`src/rtl/npu_seq_ctrl.sv`:
```
// npu_seq_ctrl
//   Sequencer for an output-stationary systolic array. A small register file
//   on a simple valid/write bus holds the buffer base addresses and the M, N
//   and K tile dimensions. Writing the start bit steps an FSM through the
//   stage sequence. Each stage drives the stage enables and the array opcode.
//
// Ports
//   clk_i, rst_i            clock, synchronous active-high reset
//   cen_i, wen_i            bus access valid, write(1)/read(0)
//   addr_i, wdata_i         register byte offset, write data
//   rdata_o                 registered read data (held when not reading)
//   a_buf_on, w_buf_on      activation / weight buffer streaming enables
//   o_store_on              output store enable
//   intra_on, intra_start   intra-copy enable and first-cycle pulse
//   sa_clear, done_o        array clear pulse, end-of-run pulse
//   sa_op                   systolic array opcode
//   *_base_o, m_o, n_o      copies of the configuration registers
module npu_seq_ctrl #(
    parameter int ARRAY_DIM  = 16,
    parameter int DWIDTH     = 32,
    parameter int ADDR_WIDTH = 32,
    parameter int CNT_WIDTH  = 16,
    localparam int MW        = $clog2(ARRAY_DIM) + 1
) (
    input  logic                  clk_i,
    input  logic                  rst_i,
    input  logic                  cen_i,
    input  logic                  wen_i,
    input  logic [ADDR_WIDTH-1:0] addr_i,
    input  logic [DWIDTH-1:0]     wdata_i,
    output logic [DWIDTH-1:0]     rdata_o,
    output logic                  a_buf_on,
    output logic                  w_buf_on,
    output logic                  o_store_on,
    output logic                  intra_on,
    output logic                  intra_start,
    output logic                  sa_clear,
    output logic                  done_o,
    output logic [2:0]            sa_op,
    output logic [ADDR_WIDTH-1:0] a_base_o,
    output logic [ADDR_WIDTH-1:0] w_base_o,
    output logic [ADDR_WIDTH-1:0] o_base_o,
    output logic [ADDR_WIDTH-1:0] intra_o_base_o,
    output logic [ADDR_WIDTH-1:0] intra_a_base_o,
    output logic [MW-1:0]         m_o,
    output logic [MW-1:0]         n_o
);

    localparam logic [ADDR_WIDTH-1:0] OFF_CTRL    = ADDR_WIDTH'(32'h00);
    localparam logic [ADDR_WIDTH-1:0] OFF_STATUS  = ADDR_WIDTH'(32'h04);
    localparam logic [ADDR_WIDTH-1:0] OFF_A_BASE  = ADDR_WIDTH'(32'h08);
    localparam logic [ADDR_WIDTH-1:0] OFF_M       = ADDR_WIDTH'(32'h0C);
    localparam logic [ADDR_WIDTH-1:0] OFF_W_BASE  = ADDR_WIDTH'(32'h10);
    localparam logic [ADDR_WIDTH-1:0] OFF_N       = ADDR_WIDTH'(32'h14);
    localparam logic [ADDR_WIDTH-1:0] OFF_K       = ADDR_WIDTH'(32'h18);
    localparam logic [ADDR_WIDTH-1:0] OFF_O_BASE  = ADDR_WIDTH'(32'h1C);
    localparam logic [ADDR_WIDTH-1:0] OFF_INTRA_O = ADDR_WIDTH'(32'h20);
    localparam logic [ADDR_WIDTH-1:0] OFF_INTRA_A = ADDR_WIDTH'(32'h24);

    localparam logic [MW-1:0]        DIM_M   = MW'(ARRAY_DIM);
    localparam logic [CNT_WIDTH-1:0] DIM_C   = CNT_WIDTH'(ARRAY_DIM);
    localparam logic [CNT_WIDTH-1:0] CNT_ONE = CNT_WIDTH'(1);

    typedef enum logic [2:0] {
        S_IDLE, S_FLOW, S_SKEW, S_DRAIN, S_STORE, S_CLEAR, S_DONE, S_INTRA
    } state_t;

    state_t                 state_reg, state_next;
    logic [CNT_WIDTH-1:0]   cnt_reg, cnt_next;

    logic                   mode_reg;
    logic [ADDR_WIDTH-1:0]  a_base_reg, w_base_reg, o_base_reg;
    logic [ADDR_WIDTH-1:0]  intra_o_reg, intra_a_reg;
    logic [MW-1:0]          m_reg, n_reg;
    logic [CNT_WIDTH-1:0]   k_reg;
    logic                   done_reg, err_reg;
    logic [DWIDTH-1:0]      rdata_reg, read_mux;

    logic                   wr_en, rd_en, busy, status_w1c;
    logic                   start_req, params_ok, start_go, start_bad;
    logic [CNT_WIDTH-1:0]   m_c, n_c, stage_len;
    logic                   stage_last;

    assign wr_en      = cen_i && wen_i;
    assign rd_en      = cen_i && !wen_i;
    assign busy       = (state_reg != S_IDLE);
    assign status_w1c = wr_en && (addr_i == OFF_STATUS);

    // The start request is judged against the registers as they stand; the
    // mode bit comes from the same CTRL write that carries start.
    assign start_req = wr_en && (addr_i == OFF_CTRL) && wdata_i[0] && !busy;
    assign params_ok = (m_reg != '0) && (m_reg <= DIM_M) &&
                       (n_reg != '0) && (n_reg <= DIM_M) &&
                       (wdata_i[1] || (k_reg != '0));
    assign start_go  = start_req && params_ok;
    assign start_bad = start_req && !params_ok;

    assign m_c = CNT_WIDTH'(m_reg);
    assign n_c = CNT_WIDTH'(n_reg);

    // State register and shared stage counter
    always_ff @(posedge clk_i) begin
        if (rst_i) begin
            state_reg <= S_IDLE;
            cnt_reg   <= '0;
        end else begin
            state_reg <= state_next;
            cnt_reg   <= cnt_next;
        end
    end

    // Next state and stage outputs
    always_comb begin
        state_next  = state_reg;
        stage_len   = CNT_ONE;
        a_buf_on    = 1'b0;
        w_buf_on    = 1'b0;
        o_store_on  = 1'b0;
        intra_on    = 1'b0;
        intra_start = 1'b0;
        sa_clear    = 1'b0;
        done_o      = 1'b0;
        sa_op       = 3'b000;
        unique case (state_reg)
            S_IDLE:  stage_len = CNT_ONE;
            S_FLOW: begin
                stage_len = k_reg;
                a_buf_on  = 1'b1;
                w_buf_on  = 1'b1;
                sa_op     = 3'b100;
            end
            S_SKEW: begin
                stage_len = m_c + n_c - CNT_ONE;
                sa_op     = 3'b100;
            end
            S_DRAIN: begin
                stage_len = DIM_C - m_c;
                sa_op     = 3'b110;
            end
            S_STORE: begin
                stage_len  = m_c + CNT_ONE;
                o_store_on = 1'b1;
            end
            S_CLEAR: sa_clear = 1'b1;
            S_DONE:  done_o   = 1'b1;
            S_INTRA: begin
                stage_len   = m_c + DIM_C - CNT_ONE;
                intra_on    = 1'b1;
                intra_start = (cnt_reg == '0);
            end
            default: stage_len = CNT_ONE;
        endcase

        stage_last = (cnt_reg == stage_len - CNT_ONE);

        unique case (state_reg)
            S_IDLE:  if (start_go) state_next = wdata_i[1] ? S_INTRA : S_FLOW;
            S_FLOW:  if (stage_last) state_next = S_SKEW;
            // A full-height tile has nothing left to drain.
            S_SKEW:  if (stage_last) state_next = (m_reg == DIM_M) ? S_STORE : S_DRAIN;
            S_DRAIN: if (stage_last) state_next = S_STORE;
            S_STORE: if (stage_last) state_next = S_CLEAR;
            S_CLEAR: state_next = S_DONE;
            S_DONE:  state_next = S_IDLE;
            S_INTRA: if (stage_last) state_next = S_DONE;
            default: state_next = S_IDLE;
        endcase

        cnt_next = ((state_next != state_reg) || (state_reg == S_IDLE)) ? '0 : cnt_reg + CNT_ONE;
    end

    // Read multiplexer
    always_comb begin
        read_mux = '0;
        unique case (addr_i)
            OFF_CTRL:    read_mux = DWIDTH'({mode_reg, 1'b0});
            OFF_STATUS:  read_mux = DWIDTH'({err_reg, done_reg, busy});
            OFF_A_BASE:  read_mux = DWIDTH'(a_base_reg);
            OFF_M:       read_mux = DWIDTH'(m_reg);
            OFF_W_BASE:  read_mux = DWIDTH'(w_base_reg);
            OFF_N:       read_mux = DWIDTH'(n_reg);
            OFF_K:       read_mux = DWIDTH'(k_reg);
            OFF_O_BASE:  read_mux = DWIDTH'(o_base_reg);
            OFF_INTRA_O: read_mux = DWIDTH'(intra_o_reg);
            OFF_INTRA_A: read_mux = DWIDTH'(intra_a_reg);
            default:     read_mux = '0;
        endcase
    end

    // Register file, sticky status and read data
    always_ff @(posedge clk_i) begin
        if (rst_i) begin
            mode_reg    <= 1'b0;
            a_base_reg  <= '0;
            w_base_reg  <= '0;
            o_base_reg  <= '0;
            intra_o_reg <= '0;
            intra_a_reg <= '0;
            m_reg       <= '0;
            n_reg       <= '0;
            k_reg       <= '0;
            done_reg    <= 1'b0;
            err_reg     <= 1'b0;
            rdata_reg   <= '0;
        end else begin
            if (wr_en && !busy) begin
                unique case (addr_i)
                    OFF_CTRL:    mode_reg    <= wdata_i[1];
                    OFF_A_BASE:  a_base_reg  <= ADDR_WIDTH'(wdata_i);
                    OFF_M:       m_reg       <= MW'(wdata_i);
                    OFF_W_BASE:  w_base_reg  <= ADDR_WIDTH'(wdata_i);
                    OFF_N:       n_reg       <= MW'(wdata_i);
                    OFF_K:       k_reg       <= CNT_WIDTH'(wdata_i);
                    OFF_O_BASE:  o_base_reg  <= ADDR_WIDTH'(wdata_i);
                    OFF_INTRA_O: intra_o_reg <= ADDR_WIDTH'(wdata_i);
                    OFF_INTRA_A: intra_a_reg <= ADDR_WIDTH'(wdata_i);
                    default:     ;
                endcase
            end
            // Setting done on the DONE exit edge takes priority over a clear.
            done_reg <= (state_reg == S_DONE) || (done_reg && !(status_w1c && wdata_i[1]));
            err_reg  <= start_bad || (err_reg && !(status_w1c && wdata_i[2]));
            if (rd_en) begin
                rdata_reg <= read_mux;
            end
        end
    end

    assign rdata_o        = rdata_reg;
    assign a_base_o       = a_base_reg;
    assign w_base_o       = w_base_reg;
    assign o_base_o       = o_base_reg;
    assign intra_o_base_o = intra_o_reg;
    assign intra_a_base_o = intra_a_reg;
    assign m_o            = m_reg;
    assign n_o            = n_reg;

endmodule

```
`config.mk`:
```
export PLATFORM = sky130hd
export DESIGN_NAME = npu_seq_ctrl
export DESIGN_NICKNAME = d
export VERILOG_FILES = /design/src/rtl/npu_seq_ctrl.sv
export SDC_FILE = /design/constraint.sdc
export NUM_CORES = 1
export LEC_CHECK = 0
export ABC_AREA = 1
export BUFFER_PORTS_ARGS = -buffer_cell sky130_fd_sc_hd__buf_2
export CAP_MARGIN = 20
export CORE_ASPECT_RATIO = 0.8
export CORE_UTILIZATION = 51
export CTS_BUF_LIST = sky130_fd_sc_hd__clkbuf_16
export CTS_CLUSTER_SIZE = 30
export DETAILED_ROUTE_END_ITERATION = 12
export HOLD_SLACK_MARGIN = 0.12
export PLACE_DENSITY_LB_ADDON = 0.05
export SLEW_MARGIN = 20
export SYNTH_ARGS = -nofsm -noshare
export SYNTH_HDL_FRONTEND = slang
export SYNTH_SLANG_ARGS = --single-unit
```
`constraint.sdc`:
```
create_clock -name clk_i -period 9.81 [get_ports clk_i]
set_input_delay 2.4525 -clock clk_i [delete_from_list [all_inputs] [get_ports clk_i]]
set_output_delay 2.4525 -clock clk_i [all_outputs]
set_load 0.05 [all_outputs]
```
==> metrics.md <==
| Metric | Value |
|---|---|
| Status | finished clean |
| Final Hold Viols | 0 |
| Clock Tree Buf Depth | 3 |
| Pin count of the biggest net entering global routing | 119 |
| Max frequency | 202 MHz |
| CP Launch Type | primary input |
| Endpoints failing setup | 0 |
| Nets | 1956 |
| Boundary Pins | 280 |
| Final hold slack | 0.459 ns |
| Reg2Reg Depth | 26 |
| Number of CTS-inserted buffers | 25 |
| Initial antenna violation count | 1 |
| Setup CP Type | in -> reg |
| Dominant synthesized flop cell | dfxtp_1 |
| Gate Count Post-Synth | 1645 |
| CORE AREA | 22500 sq um |
| R2r setup slk | 5.47 ns |
| Clk root buf | clkbuf_16 |
| Worst-path cell chain | buf_2, nor4_1, inv_1, nor4_2, nand4_1, buf_4, o22ai_1, o21ai_0, a21oi_1 |
| First-pass GRT wire length | 57.9 mm |
| Synth Warn # | 0 |
| Commonest non-fill, non-tap cells in the layout | 282 x inv_1, 278 x buf_2, 240 x dfxtp_1 |
| GRT overflow | 0 |
| Max stage delay cell, worst path | nand4_1 |
| Iter 0 DRT Violations | 1102 |
| Reg area | 4800 sq um |
| Worst skew pair latency | 0.52 ns |
| Fill count | 2195 |
| CP Capture Type | flop |
| Die Ht | 137 um |
| DP Cell Count | 2151 |
| Seq/Total Area, Yosys | 0.411 |
| Layout cell share with drive strength beyond 1 | 0.198 |
| Number of synthesized register bits | 240 |
| Wire per inst | 17.6 um |
| GRT Overall Usage | 0.319 |
| Initial DRT Pass Iterations | 8 |
| Asr flop ratio synth | 0 |
| GP Congestion | 0.983 |
| CP Buf/Inv Count | 3 |
| Post_cts resized | 0 |
| Area Overhead vs Synth | 18.9% |
| Row cnt | 49 |
| Final wirelength | 38.7 mm |
| Vias per inst | 5.47 |
| Max FO, Critical Path | 21 |
| Worst vdd ir | 0.113 mV |
| Sink Count | 240 |
| Hold crit path type | reg -> reg |
| Rel. slew slack | 0.289 |
| Leak | 6.04 nW |
| Delay-heaviest family, CP | simple AND/OR/NAND/NOR gates |
| Max Cap Viol | 0 |
| Multi-input logic area | 5440 sq um |
| Cell variety after synth | 41 |
| FF-to-FF Start | m_o[2] |
| Worst slew pin tran | 1.06 ns |
| Fin crit period | 4.96 ns |
| Antenna viol nets, final | 0 |
| Post-CTS Setup Bufs | 0 |
| FF-to-FF End | cnt_reg[3] |
| Clk pin slew, worst setup/hold paths | 0.06 ns |
| H-tree depth | 1 |
| IO Port Bufs | 278 |
| Die Area | 23500 sq um |
| Syn_nets | 1729 |
| Hold_buf cts | 0 |
| Setup Skew | 0.00624 ns |
| Commonest non-fill, non-tap cell in the layout | inv_1 |
| Critical path's largest stage delay | 0.80 ns |
| CP required | 10.26 ns |
| CP endpoint | rdata_o[25] |
| TritonCTS clock tree | yes |
| Via Count | 12000 |
| Final setup TNS | 0 ns |
| Initial Util | 0.519 |
| RSZ-0062 raised after global routing | no |
| Post-DP HPWL | 27.5 mm |
| Critical Path Stages | 9 |
| Final non-filler cell total | 2192 |
| Vias in the first global route | 10400 |
| Crit path from | addr_i[27] |
| Fin crit share | 0.506 |
| Pwr dens | 135 nW/um^2 |
| Die width | 171 um |
| Max Slew Vio Count | 0 |
| Post-Syn Area | 11700 sq um |
| WP data arrival | 5.41 ns |
| Drc violations | 0 |
| Syn_area_per_cell | 7.11 sq um |
| Number of synthesized flops with an enable pin | 0 |
## tightest hold or removal path, delay by kind of cell, from the launching register on
family | cells | cell delay, ns
buffers and inverters | 1 | 0.05
flip-flops | 1 | 0.32
AO/OA/AOI/OAI | 1 | 0.05
## report_power, final
part / switching [mW] / internal [mW] / total (mW)
clock network: 0.379 / 0.456 / 0.835
logic: 0.0482 / 0.0202 / 0.0684
registers: 0.0000000000982 / 0.974 / 0.974
## stage by stage
step	cell area, sq um	util	setup WS (ns)	total power, mW
2_1_floorplan	11700	-	4.94	1.03
3_3_place_gp	13200	0.586	4.40	1.06
3_5_place_dp	13200	0.586	4.40	1.06
4_1_cts	13900	0.617	4.90	1.88
5_1_grt	13900	0.617	4.59	1.93
6_report	13900	0.617	4.85	1.88
## synth_stat cells (2+ instances only)
library cell,count,area [sq um]
xnor2_1,3,26.3
dfxtp_1,240,4800
clkbuf_1,80,300
nand3_1,73,365
o211ai_1,2,15.0
inv_2,8,30.0
nor2_2,15,93.8
buf_4,4,30.0
nor4_1,13,81.3
o31ai_1,11,82.6
a21oi_1,228,1140
nor2_1,84,315
nor3_1,17,85.1
o221ai_1,16,140
inv_4,2,12.5
inv_1,275,1030
nand2_2,3,18.8
buf_6,6,67.6
o21ai_0,206,1030
nand3_2,7,70.1
nand3_4,2,35.0
o41ai_1,2,17.5
o22ai_1,66,413
nand4_1,23,144
nor2_4,7,78.8
ha_1,15,188
xor2_1,23,201
a221oi_1,3,26.3
nand2_1,199,747
## worst min-delay path by stage
stage,from,depth (start not counted),end
finish,o_base_o[22],2,o_base_o[22]
global route,rdata_o[30],2,rdata_o[30]
CTS,o_base_o[31],2,o_base_o[31]
detailed placement,o_base_o[22],2,o_base_o[22]
global placement,cnt_reg[0],1,cnt_reg[0]
floorplan,cnt_reg[0],1,cnt_reg[0]
## area by class of cell
cell class / count / share of cell area
multi-input cells: 1028 / 0.392
flip-flops and latches: 240 / 0.346
repair buffers: 291 / 0.107
inverters: 286 / 0.0778
clock buffers: 25 / 0.0450
well taps: 306 / 0.0276
clock inverters: 15 / 0.00477
diodes: 1 / 0.000180
## cell families after synthesis
logic type	share of synthesized area
and+or+nand+nor	0.177
xor gates and xnor gates	0.0195
buffers and inverters	0.127
AOI/OAI and AO/OA	0.248
other	0.000321
DFF	0.411
adders and majority gates	0.0178
## per-layer routing
metal | routed length, um | global-route usage | up-vias | share of wire
li1 | - | - | 5931 | -
met1 | 18300 | 0.462 | 5532 | 0.47
met2 | 16400 | 0.479 | 469 | 0.42
met3 | 3160 | 0.0675 | 58 | 0.082
met4 | 804 | 0.0754 | 0 | 0.021
met5 | 0 | 0 | - | 0
No activity file was read; power rests on OpenSTA's default activity.
